<file path="config.mk">
export PLATFORM = sky130hd
export DESIGN_NAME = imem_loader
export DESIGN_NICKNAME = d
export VERILOG_FILES = /design/src/rtl/imem_loader_pkg.sv /design/src/rtl/imem_chksum.sv /design/src/rtl/imem_loader.sv
export SDC_FILE = /design/constraint.sdc
export NUM_CORES = 1
export LEC_CHECK = 0
export ABC_AREA = 1
export CORE_MARGIN = 3
export CORE_UTILIZATION = 36
export CTS_BUF_LIST = sky130_fd_sc_hd__clkbuf_8
export DETAILED_ROUTE_END_ITERATION = 7
export GPL_ROUTABILITY_DRIVEN = 0
export GPL_TIMING_DRIVEN = 0
export PLACE_DENSITY = 0.67
export SYNTH_ARGS = -nofsm -noshare
export SYNTH_HDL_FRONTEND = slang
export SYNTH_SLANG_ARGS = --single-unit
</file>
<file path="constraint.sdc">
create_clock -name clk -period 1.5 [get_ports clk]
set_input_delay 0.225 -clock clk [delete_from_list [all_inputs] [get_ports clk]]
set_output_delay 0.225 -clock clk [all_outputs]
set_load 0.005 [all_outputs]
</file>
<file path="src/rtl/imem_loader_pkg.sv">
// Shared sizing and state encoding for the instruction-memory loader.
// IMEM_CHECKSUM_EN adds the CHECK state that consumes a trailer byte.
package imem_loader_pkg;

    localparam int MEM_BYTES_DEF  = 512;
    localparam int ADDR_W_DEF     = 9;
    localparam int BYTES_PER_WORD = 4;

    typedef enum logic [1:0] {
        ST_IDLE  = 2'd0,
        ST_LOAD  = 2'd1,
`ifdef IMEM_CHECKSUM_EN
        ST_CHECK = 2'd2,
`endif
        ST_FIN   = 2'd3
    } state_t;

    // Image is good when data bytes plus trailer sum to zero modulo 256.
    function automatic logic chk_pass(input logic [7:0] sum, input logic [7:0] trailer);
        logic [7:0] total;
        total = sum + trailer;
        return total == 8'h00;
    endfunction

endpackage

</file>
<file path="src/rtl/imem_chksum.sv">
// Running modulo-256 sum of the data bytes of one load; only built with IMEM_CHECKSUM_EN.
module imem_chksum (
    input  logic       clk,
    input  logic       rst,
    input  logic       clr,
    input  logic       en,
    input  logic [7:0] data,
    output logic [7:0] sum
);

    always_ff @(posedge clk) begin
        if (!rst) begin
            sum <= 8'h00;
        end else if (clr) begin
            sum <= 8'h00;
        end else if (en) begin
            sum <= sum + data;
        end
    end

endmodule

</file>
<file path="src/rtl/imem_loader.sv">
// Streams a big-endian byte image into instruction memory, holding the fetch via busy.
// Optional IMEM_CHECKSUM_EN: a trailer byte after the data must zero the byte sum.
module imem_loader
    import imem_loader_pkg::*;
#(
    parameter int MEM_BYTES = MEM_BYTES_DEF,
    parameter int ADDR_W    = ADDR_W_DEF
) (
    input  logic              clk,
    input  logic              rst,
    input  logic              start,
    input  logic [7:0]        word_cnt,
    input  logic              in_valid,
    input  logic [7:0]        in_data,
    output logic              in_ready,
    output logic              mem_we,
    output logic [ADDR_W-1:0] mem_addr,
    output logic [7:0]        mem_wdata,
    output logic              busy,
    output logic              done,
    output logic              err
);

    // One extra bit so a full-memory byte count is representable.
    localparam int CNT_W = ADDR_W + 1;

    state_t            state;
    logic [ADDR_W-1:0] addr;
    logic [CNT_W-1:0]  remaining;
    logic [31:0]       req_bytes;
    logic              req_fits;
    logic              accept;
    logic              last_byte;

    assign req_bytes = 32'(word_cnt) * 32'(BYTES_PER_WORD);
    assign req_fits  = req_bytes <= 32'(MEM_BYTES);
    assign accept    = in_valid && in_ready;
    assign last_byte = remaining == CNT_W'(1);

`ifdef IMEM_CHECKSUM_EN
    logic [7:0] sum;

    imem_chksum u_chksum (
        .clk  (clk),
        .rst  (rst),
        .clr  (state == ST_IDLE),
        .en   (accept && (state == ST_LOAD)),
        .data (in_data),
        .sum  (sum)
    );
`endif

    always_ff @(posedge clk) begin
        if (!rst) begin
            state     <= ST_IDLE;
            addr      <= '0;
            remaining <= '0;
            in_ready  <= 1'b0;
            mem_we    <= 1'b0;
            mem_addr  <= '0;
            mem_wdata <= 8'h00;
            busy      <= 1'b0;
            done      <= 1'b0;
            err       <= 1'b0;
        end else begin
            mem_we <= 1'b0;
            done   <= 1'b0;
            err    <= 1'b0;

            case (state)
                ST_IDLE: begin
                    if (start) begin
                        if (word_cnt == 8'd0) begin
                            state <= ST_FIN;
                            busy  <= 1'b1;
                            done  <= 1'b1;
                        end else if (!req_fits) begin
                            err <= 1'b1;
                        end else begin
                            state     <= ST_LOAD;
                            remaining <= req_bytes[CNT_W-1:0];
                            addr      <= '0;
                            in_ready  <= 1'b1;
                            busy      <= 1'b1;
                        end
                    end
                end

                ST_LOAD: begin
                    if (accept) begin
                        mem_we    <= 1'b1;
                        mem_addr  <= addr;
                        mem_wdata <= in_data;
                        addr      <= addr + 1'b1;
                        remaining <= remaining - 1'b1;
                        if (last_byte) begin
`ifdef IMEM_CHECKSUM_EN
                            // in_ready stays high to take the trailer byte.
                            state <= ST_CHECK;
`else
                            state    <= ST_FIN;
                            in_ready <= 1'b0;
                            done     <= 1'b1;
`endif
                        end
                    end
                end

`ifdef IMEM_CHECKSUM_EN
                ST_CHECK: begin
                    if (accept) begin
                        state    <= ST_FIN;
                        in_ready <= 1'b0;
                        done     <= 1'b1;
                        err      <= !chk_pass(sum, in_data);
                    end
                end
`endif

                ST_FIN: begin
                    state <= ST_IDLE;
                    busy  <= 1'b0;
                end

                default: begin
                    state    <= ST_IDLE;
                    in_ready <= 1'b0;
                    busy     <= 1'b0;
                end
            endcase
        end
    end

endmodule

</file>
Word-level counts from Yosys, hierarchy flattened
Index checks and enable logic that the tools add are counted.

Register bits: 43. Input port bits: 20. Word-level logic and storage cells: 70.

Bitwise operators: 5. Reduce and logical (&&, ||, !) cells: 11. Equality and inequality tests: 9. Add/subtract/negate cells: 2. Magnitude comparators: 1. Mux-type cells: 32.

Operator list (number): two-way mux 10 bit (4); two-way mux 9 bit (4); one-hot mux 10 bit (2 select lines) (1); one-hot mux 9 bit (2 select lines) (1); two-way mux 1 bit (13); == test 10 x 1 -> 1 bit, second input constant (1); less-or-equal comparator 10 bit, second input constant (1); two-way mux 2 bit (5); inequality test 2 bit, second input constant (5); subtractor 10 x 1 -> 10 bit, second input constant (1); adder 9 x 1 -> 9 bit, second input constant (1); zero test 8 bit (1); AND reduction 6 bit (1); inverter 1 bit (5); AND reduction 5 bit (1); one-hot mux 1 bit (2 select lines) (2); one-hot mux 2 bit (2 select lines) (1); AND reduction 2 bit (2); AND reduction 4 bit (1); OR reduction 4 bit (1); inequality test 3 bit, second input constant (1); one-hot mux 1 bit (3 select lines) (1); AND reduction 3 bit (1); == test 2 x 1 -> 1 bit, second input constant (1); other kinds (4) (4).

Depth between registers and ports, before layout
Gate-level depths: netlist of the first run.

Depth in word-level cells: 5. Mapped depth: 11.

Worst setup path before layout of the first run
Ideal clock, no wire load.

Kind: reg-to-reg. From: register addr[0]. To: register addr[8]. Clock period less this slack: 1.310 ns. Arrival: 1.239 ns. Data required time: 1.428 ns. Cell stages (with the launch flop): 9. Slack: 0.190 ns. Path buffers: 0. Cell sequence: dfxtp_1 ha_1 nand2_1 nor2_1 nand2_1 xor2_1 nor2_1 nand2_1 a21oi_1.

Cells in the longest elaborated chain, start to end: 3.

RTL lines: from (decl) (line imem_loader.sv:28) `logic [ADDR_W-1:0] addr;`; from (signal assigned) (line imem_loader.sv:94) `addr <= addr + 1'b1;`; adder 9 x 1 -> 9 bit (line imem_loader.sv:94); two-way mux 9 bit (line imem_loader.sv:90) `if (accept) begin`; one-hot mux 9 bit (2 select lines) (line imem_loader.sv:70) `case (state)`.

Every way passes these cells. The select of a mux whose other input is x is not followed. A chain may end at the register's enable or synchronous reset.

Worst setup path after layout of the first run
From: register state[1]. To: register addr[0].

Cells in the longest elaborated chain, start to end: 3. Elaborated cells between the ends (all ways): 9. Those cells by class: eq/ne: 5; mux: 1; reduce/logical: 3.

RTL lines: from (decl) (line imem_loader.sv:27) `state_t state;`; from (signal assigned) (line imem_loader.sv:55) `state <= ST_IDLE;`; from (signal assigned) (line imem_loader.sv:74) `state <= ST_FIN;`; from (signal assigned) (line imem_loader.sv:80) `state <= ST_LOAD;`; == test 2 x 1 -> 1 bit or zero test 2 bit (tied branches) (line imem_loader.sv:70); inequality test 2 bit (no source line) or nonzero test 2 bit (tied branches); AND reduction 5 bit (no source line).

Parallel ways exist; a longest one is shown, timed or not.

==> results.tsv, run 1 <==
metric	value	unit
startpoint_type	flop	
min_path_type	input pin to flop	
switching_share	0.266	
track_usage	0.162	
worstPathArrival	1.61	ns
io_pins	42	
die_area	6780	um^2
stdcell_count	451	
synth_top_family_by_area	simple AND/OR/NAND/NOR gates	
drive_gt1_frac	0.166	
rows	27	
p_sw	0.758	mW
pwr-share-comb	0.194	
grt_overflow	0	
r2r_slack	0.06	ns
yosysTopAreaCell	dfxtp_1	
synth-edff-count	0	
grt_pass1_vias	1981	
yosys_warnings	0	
critPathRequiredTime	1.67	ns
fillCellCount	571	
crit_end	addr[0]$_SDFFE_PN0P_	
setup_viol	0	
portBuffers	41	
cts.sinks	43	
ys_ff_latch	43	
skew	0.00431	ns
finalHoldViolCount	0	
ff_latch_area	870	um^2
maxCapViolCount	0	
synth_compound_area_frac	0.124	
slew_violations	0	
dp_cells	428	
htree_levels	2	
tns	0	ns
outcome	finished clean	
clockBufferDepth	2	
synthFlopType	dfxtp_1	
min_delay_path_depth	5	
vias	2165	
clkPwrFrac	0.376	
syn2layout_area_growth	41.6	%
leakage	1.32	nW
viasPerCell	4.80	
nets	401	
yosys-top-cells-count	nand2_1, nor2_1, dfxtp_1	
synthAdderAreaFrac	0.0179	
cts_buffers	5	
worstReg2RegStart	state[1]$_SDFFE_PN0P_	
slew_headroom	0.636	
reg2regPathDepth	9	
cp_max_fo	7	
n_antenna_cell	0	
drt_iter0_markers	94	
irDropWorstVdd	0.000561	V
initial_utilization	0.376	
layout_min_cycle_time	1.44	ns
synth-xor-area-share	0.0209	
p_seq_frac	0.430	
cp-startpoint	state[1]$_SDFFE_PN0P_	
grt_pass1_wl	8670	um
clk_pin_slew	0.08	ns
muxShareOfSynthArea	0	
grt_max_degree	14	
cts_root_buffer	clkbuf_8	
syn_nets	338	
p_int	2.09	mW
worst_pin_slew	0.546	ns
synth_top_area_share	0.410	
core	5570	um^2
syn-cell-area	2100	um^2
antenna_found_initial	0	
synthSimpleGateAreaFrac	0.351	
ys_types	27	
worstSetupPathType	flop to flop	
antenna_left	0	
netlist_instances	315	
drtPass1Iterations	4	
wl	5490	um
p_per_area	960	nW/um^2
clock.fmax	697	MHz
timing.rr.end	addr[0]$_SDFFE_PN0P_	
yosysSeqAreaShare	0.410	
drc	0	
die_h	82.3	um
endpoint_kind	flop	
fin_crit_sh	0.957	
dpl.hpwl	3610	um
wl_per_cell	12.2	um
clkLatencyLatePin	0.30	ns
synth.area.top_cells	dfxtp_1, nand2_1, nor2_1	
synthArstFlopShare	0	
cts_tree	done	
multi_input_area	1150	um^2
rsz0062_at_grt	true	
die_width	82.3	um
syn_avg_cell_area	6.66	um^2
[metrics by stage]
step                      power (mW)  setup WS [ns]  hold slack (ns)  cell area (um^2)   util
final                           2.85         0.0649            0.302              2970  0.533
after global placement          1.70         -0.400            0.462              2600  0.466
after floorplan                 1.54          0.190            0.360              2100      -
after detailed placement        1.71         -0.404            0.470              2600  0.466
after CTS                       2.79        -0.0142            0.485              2760  0.495
after global routing            2.98        -0.0170            0.312              2970  0.533
[critical path: stages (launching register included)]
cell and delay, ns:
dfxtp_2 0.35, nor2_4 0.19, inv_2 0.08, nor2_2 0.16, nor2_4 0.06, inv_2 0.06, nand2_4 0.08, buf_4 0.16
a21oi_1 0.12, nor2_1 0.05
[layout by cell type, fill, tap and decap left out, drive strengths merged]
master	n
clkbuf	12
nor4	3
nor2	82
nand4	1
ha	3
o21bai	2
xor2	4
bufinv	2
nor3b	1
dfxtp	43
o21ai	27
o31ai	2
xnor2	1
clkdlybuf4s50	33
buf	19
nand2	80
nor3	2
nand3	10
inv	23
a21oi	19
clkinvlp	1
dlymetal6s2s	8
and3	1
[logic make-up after synthesis]
group	after synthesis
buffers and inverters	34
adder cells (fa/ha/maj)	3
flip-flops	43
AO/OA/AOI/OAI	50
XOR/XNOR	5
AND/OR/NAND/NOR	180
[flip-flops by register name (all words and copies together), names as in the netlist]
name and count:
state 2, busy 1, addr 9, in_ready 1
err 1, mem_we 1, mem_addr 9, remaining 10
done 1, mem_wdata 8
[metal layers]
| layer | global-route usage | routed length (um) | vias up |
|---|---|---|---|
| li1 | - | - | 1125 |
| met5 | 0 | 0 | - |
| met4 | 0.0415 | 52 | 0 |
| met1 | 0.199 | 2530 | 985 |
| met2 | 0.280 | 2630 | 48 |
| met3 | 0.0434 | 275 | 7 |
[cell type report]
class	count	share of cell area
plain buffers	11	0.0261
repair buffers	56	0.188
inverters	23	0.0312
flip-flops and latches	43	0.293
clock inverters	3	0.0215
clock buffers	5	0.0232
well taps	72	0.0303
multi-input cells	238	0.387
[what timing repair did]
action                                  CTS  global route
pin swaps                                 3            10
endpoints found under the setup margin   14            21
buffers inserted                          2            10
cloned                                    0             3
resized for setup                         6            36
hold buffers                              0             0
[worst min-delay path by stage]
stage,startpoint,endpoint,slack [ns]
2_1_floorplan,in_data[0],mem_wdata[0]$_SDFFE_PN0P_,0.36
3_3_place_gp,in_ready$_SDFFE_PN0P_,in_ready$_SDFFE_PN0P_,0.46
3_5_place_dp,in_ready$_SDFFE_PN0P_,in_ready$_SDFFE_PN0P_,0.47
4_1_cts,in_ready$_SDFFE_PN0P_,in_ready$_SDFFE_PN0P_,0.48
5_1_grt,word_cnt[7],err$_SDFF_PP0_,0.31
6_report,word_cnt[3],remaining[5]$_SDFFE_PN0P_,0.30
[power by group through the flow]
stage | clock network [mW] | logic, mW | registers, mW
final | 1.07 | 0.554 | 1.23
after global routing | 1.13 | 0.617 | 1.23
after CTS | 1.09 | 0.479 | 1.22
after detailed placement | 0 | 0.464 | 1.25
after global placement | 0 | 0.457 | 1.25
after floorplan | 0 | 0.300 | 1.24
Power figures use the tool's default switching activity.
==> run 2, diff against run 1 <==
- HOLD_SLACK_MARGIN: unset -> 0.15
==> results of run 2 <==
Final layout, timing and power as in run 1 (identical DEF).
==> run 3, diff against run 2 <==
- CTS_BUF_LIST: sky130_fd_sc_hd__clkbuf_8 -> unset
==> results.tsv, run 3 (synthesis gave the netlist of run 1 again) <==
metric	value	unit
htree_levels	2	
layout_min_cycle_time	1.44	ns
min_path_type	input pin to flop	
portBuffers	41	
irDropWorstVdd	0.000557	V
path_delay_family	simple AND/OR/NAND/NOR gates	
min_delay_worst_endpoint	remaining[5]$_SDFFE_PN0P_	
die_width	82.3	um
reg2regPathDepth	9	
slew_headroom	0.636	
skew	0.00435	ns
cts_tree	done	
wl_per_cell	12.2	um
grt_pass1_vias	1981	
clockBufferDepth	2	
setup_viol	0	
top_layer	met4	
worstSetupPathType	flop to flop	
endpoint_kind	flop	
nets	401	
grt_pass1_wl	8670	um
leakage	1.32	nW
drt_iter0_markers	96	
drc	0	
largest_reg_flops	10	
die_h	82.3	um
wl_met3	256	um
slowest_delay	0.35	ns
finalHoldViolCount	0	
die_area	6780	um^2
p_seq_frac	0.429	
min_delay_path_depth	5	
wl_met2	2630	um
cts.sinks	43	
cp_max_fo	7	
drtPass1Iterations	4	
vias	2173	
syn2layout_area_growth	41.6	%
p_int	2.10	mW
initial_utilization	0.376	
cts_root_buffer	clkbuf_8	
dpl.hpwl	3610	um
final_cell_mix	nor2_1, nand2_1, dfxtp_1, clkdlybuf4s50_1, o21ai_0	
worst_pin_slew	0.547	ns
antenna_left	0	
mostFrequentLayoutCell	nor2_1	
critPathRequiredTime	1.67	ns
reg.largest.list	remaining (10), addr (9), mem_addr (9)	
clk_pin_slew	0.08	ns
p_per_area	962	nW/um^2
fillCellCount	571	
rows	27	
timing.rr.end	addr[0]$_SDFFE_PN0P_	
n_antenna_cell	0	
pwr-share-comb	0.194	
cts_buffers	5	
postCtsHoldBufs	0	
outcome	finished clean	
maxCapViolCount	0	
clkPwrFrac	0.377	
clock.fmax	696	MHz
grt_max_degree	14	
hold_start	word_cnt[3]	
wl	5500	um
crit_slowest_cell	dfxtp_2	
startpoint_type	flop	
p_sw	0.756	mW
tns	0	ns
critPathBufInv	3	
grt_overflow	0	
fin_crit_sh	0.958	
final_core_util	0.533	
worstPathArrival	1.61	ns
crit_path_cell_trace	nor2_4, inv_2, nor2_2, nor2_4, inv_2, nand2_4, buf_4, a21oi_1, nor2_1	
worstReg2RegStart	state[1]$_SDFFE_PN0P_	
viasPerCell	4.82	
io_pins	42	
slew_violations	0	
antenna_found_initial	0	
clkLatencyLatePin	0.30	ns
regMostFlops	remaining	
switching_share	0.265	
r2r_slack	0.06	ns
drt-met1-wl	2560	um
rsz0062_at_grt	true	
track_usage	0.162	
core	5570	um^2
drive_gt1_frac	0.166	
-- run 3: how the worst max path moves through the flow --
stage                           from                        end  slack (ns)  depth (start not counted)
5_1_grt        state[1]$_SDFFE_PN0P_  remaining[4]$_SDFFE_PN0P_       -0.02                          9
2_1_floorplan   addr[0]$_SDFFE_PN0P_       addr[8]$_SDFFE_PN0P_        0.19                          8
6_report       state[1]$_SDFFE_PN0P_       addr[0]$_SDFFE_PN0P_        0.06                          9
3_3_place_gp             word_cnt[0]       addr[5]$_SDFFE_PN0P_       -0.40                         11
4_1_cts        state[1]$_SDFFE_PN0P_  remaining[4]$_SDFFE_PN0P_       -0.01                          9
3_5_place_dp             word_cnt[0]       addr[6]$_SDFFE_PN0P_       -0.40                         11
-- run 3: worst reg2reg max path, cell delays in order, from the launching register on --
cell and delay, ns:
dfxtp_2 0.35, nor2_4 0.19, inv_2 0.08, nor2_2 0.16, nor2_4 0.06, inv_2 0.06, nand2_4 0.08, buf_4 0.16
a21oi_1 0.12, nor2_1 0.05
-- run 3: power groups by stage --
stage,Sequential [mW],Combinational (mW),Clock (mW)
floorplan,1.24,0.300,0
global placement,1.25,0.457,0
detailed placement,1.25,0.464,0
CTS,1.22,0.479,1.09
global route,1.23,0.617,1.14
finish,1.23,0.554,1.08
-- run 3: layer usage --
metal  global-route usage  up-vias
li1                     -     1126
met1                0.199      994
met5                    0        -
met3               0.0434        7
met2                0.280       46
met4               0.0415        0
-- run 3: final cells by class --
cell class	instances	area, um^2	area share
well taps	72	90.1	0.0303
clock buffers	6	72.6	0.0244
flip-flops and latches	43	870	0.293
multi-input cells	238	1150	0.387
plain buffers	11	77.6	0.0261
inverters	23	92.6	0.0312
clock inverters	2	60.1	0.0202
repair buffers	56	558	0.188
-- run 3: timing repair --
item / CTS / global route
buffers inserted: 2 / 10
cloned: 0 / 3
pin swaps: 3 / 10
resized for setup: 6 / 36
endpoints found under the setup margin: 14 / 22
-- run 3: per-stage QoR --
stage / area [um^2] / hold WS, ns / setup slack [ns] / power, mW / cells
6_report: 2970 / 0.302 / 0.0636 / 2.86 / 451
5_1_grt: 2970 / 0.312 / -0.0170 / 2.99 / 451
4_1_cts: 2760 / 0.485 / -0.0142 / 2.79 / 438
3_5_place_dp: 2600 / 0.470 / -0.404 / 1.71 / 428
3_3_place_gp: 2600 / 0.462 / -0.400 / 1.70 / 428
2_1_floorplan: 2100 / 0.360 / 0.190 / 1.54 / 315
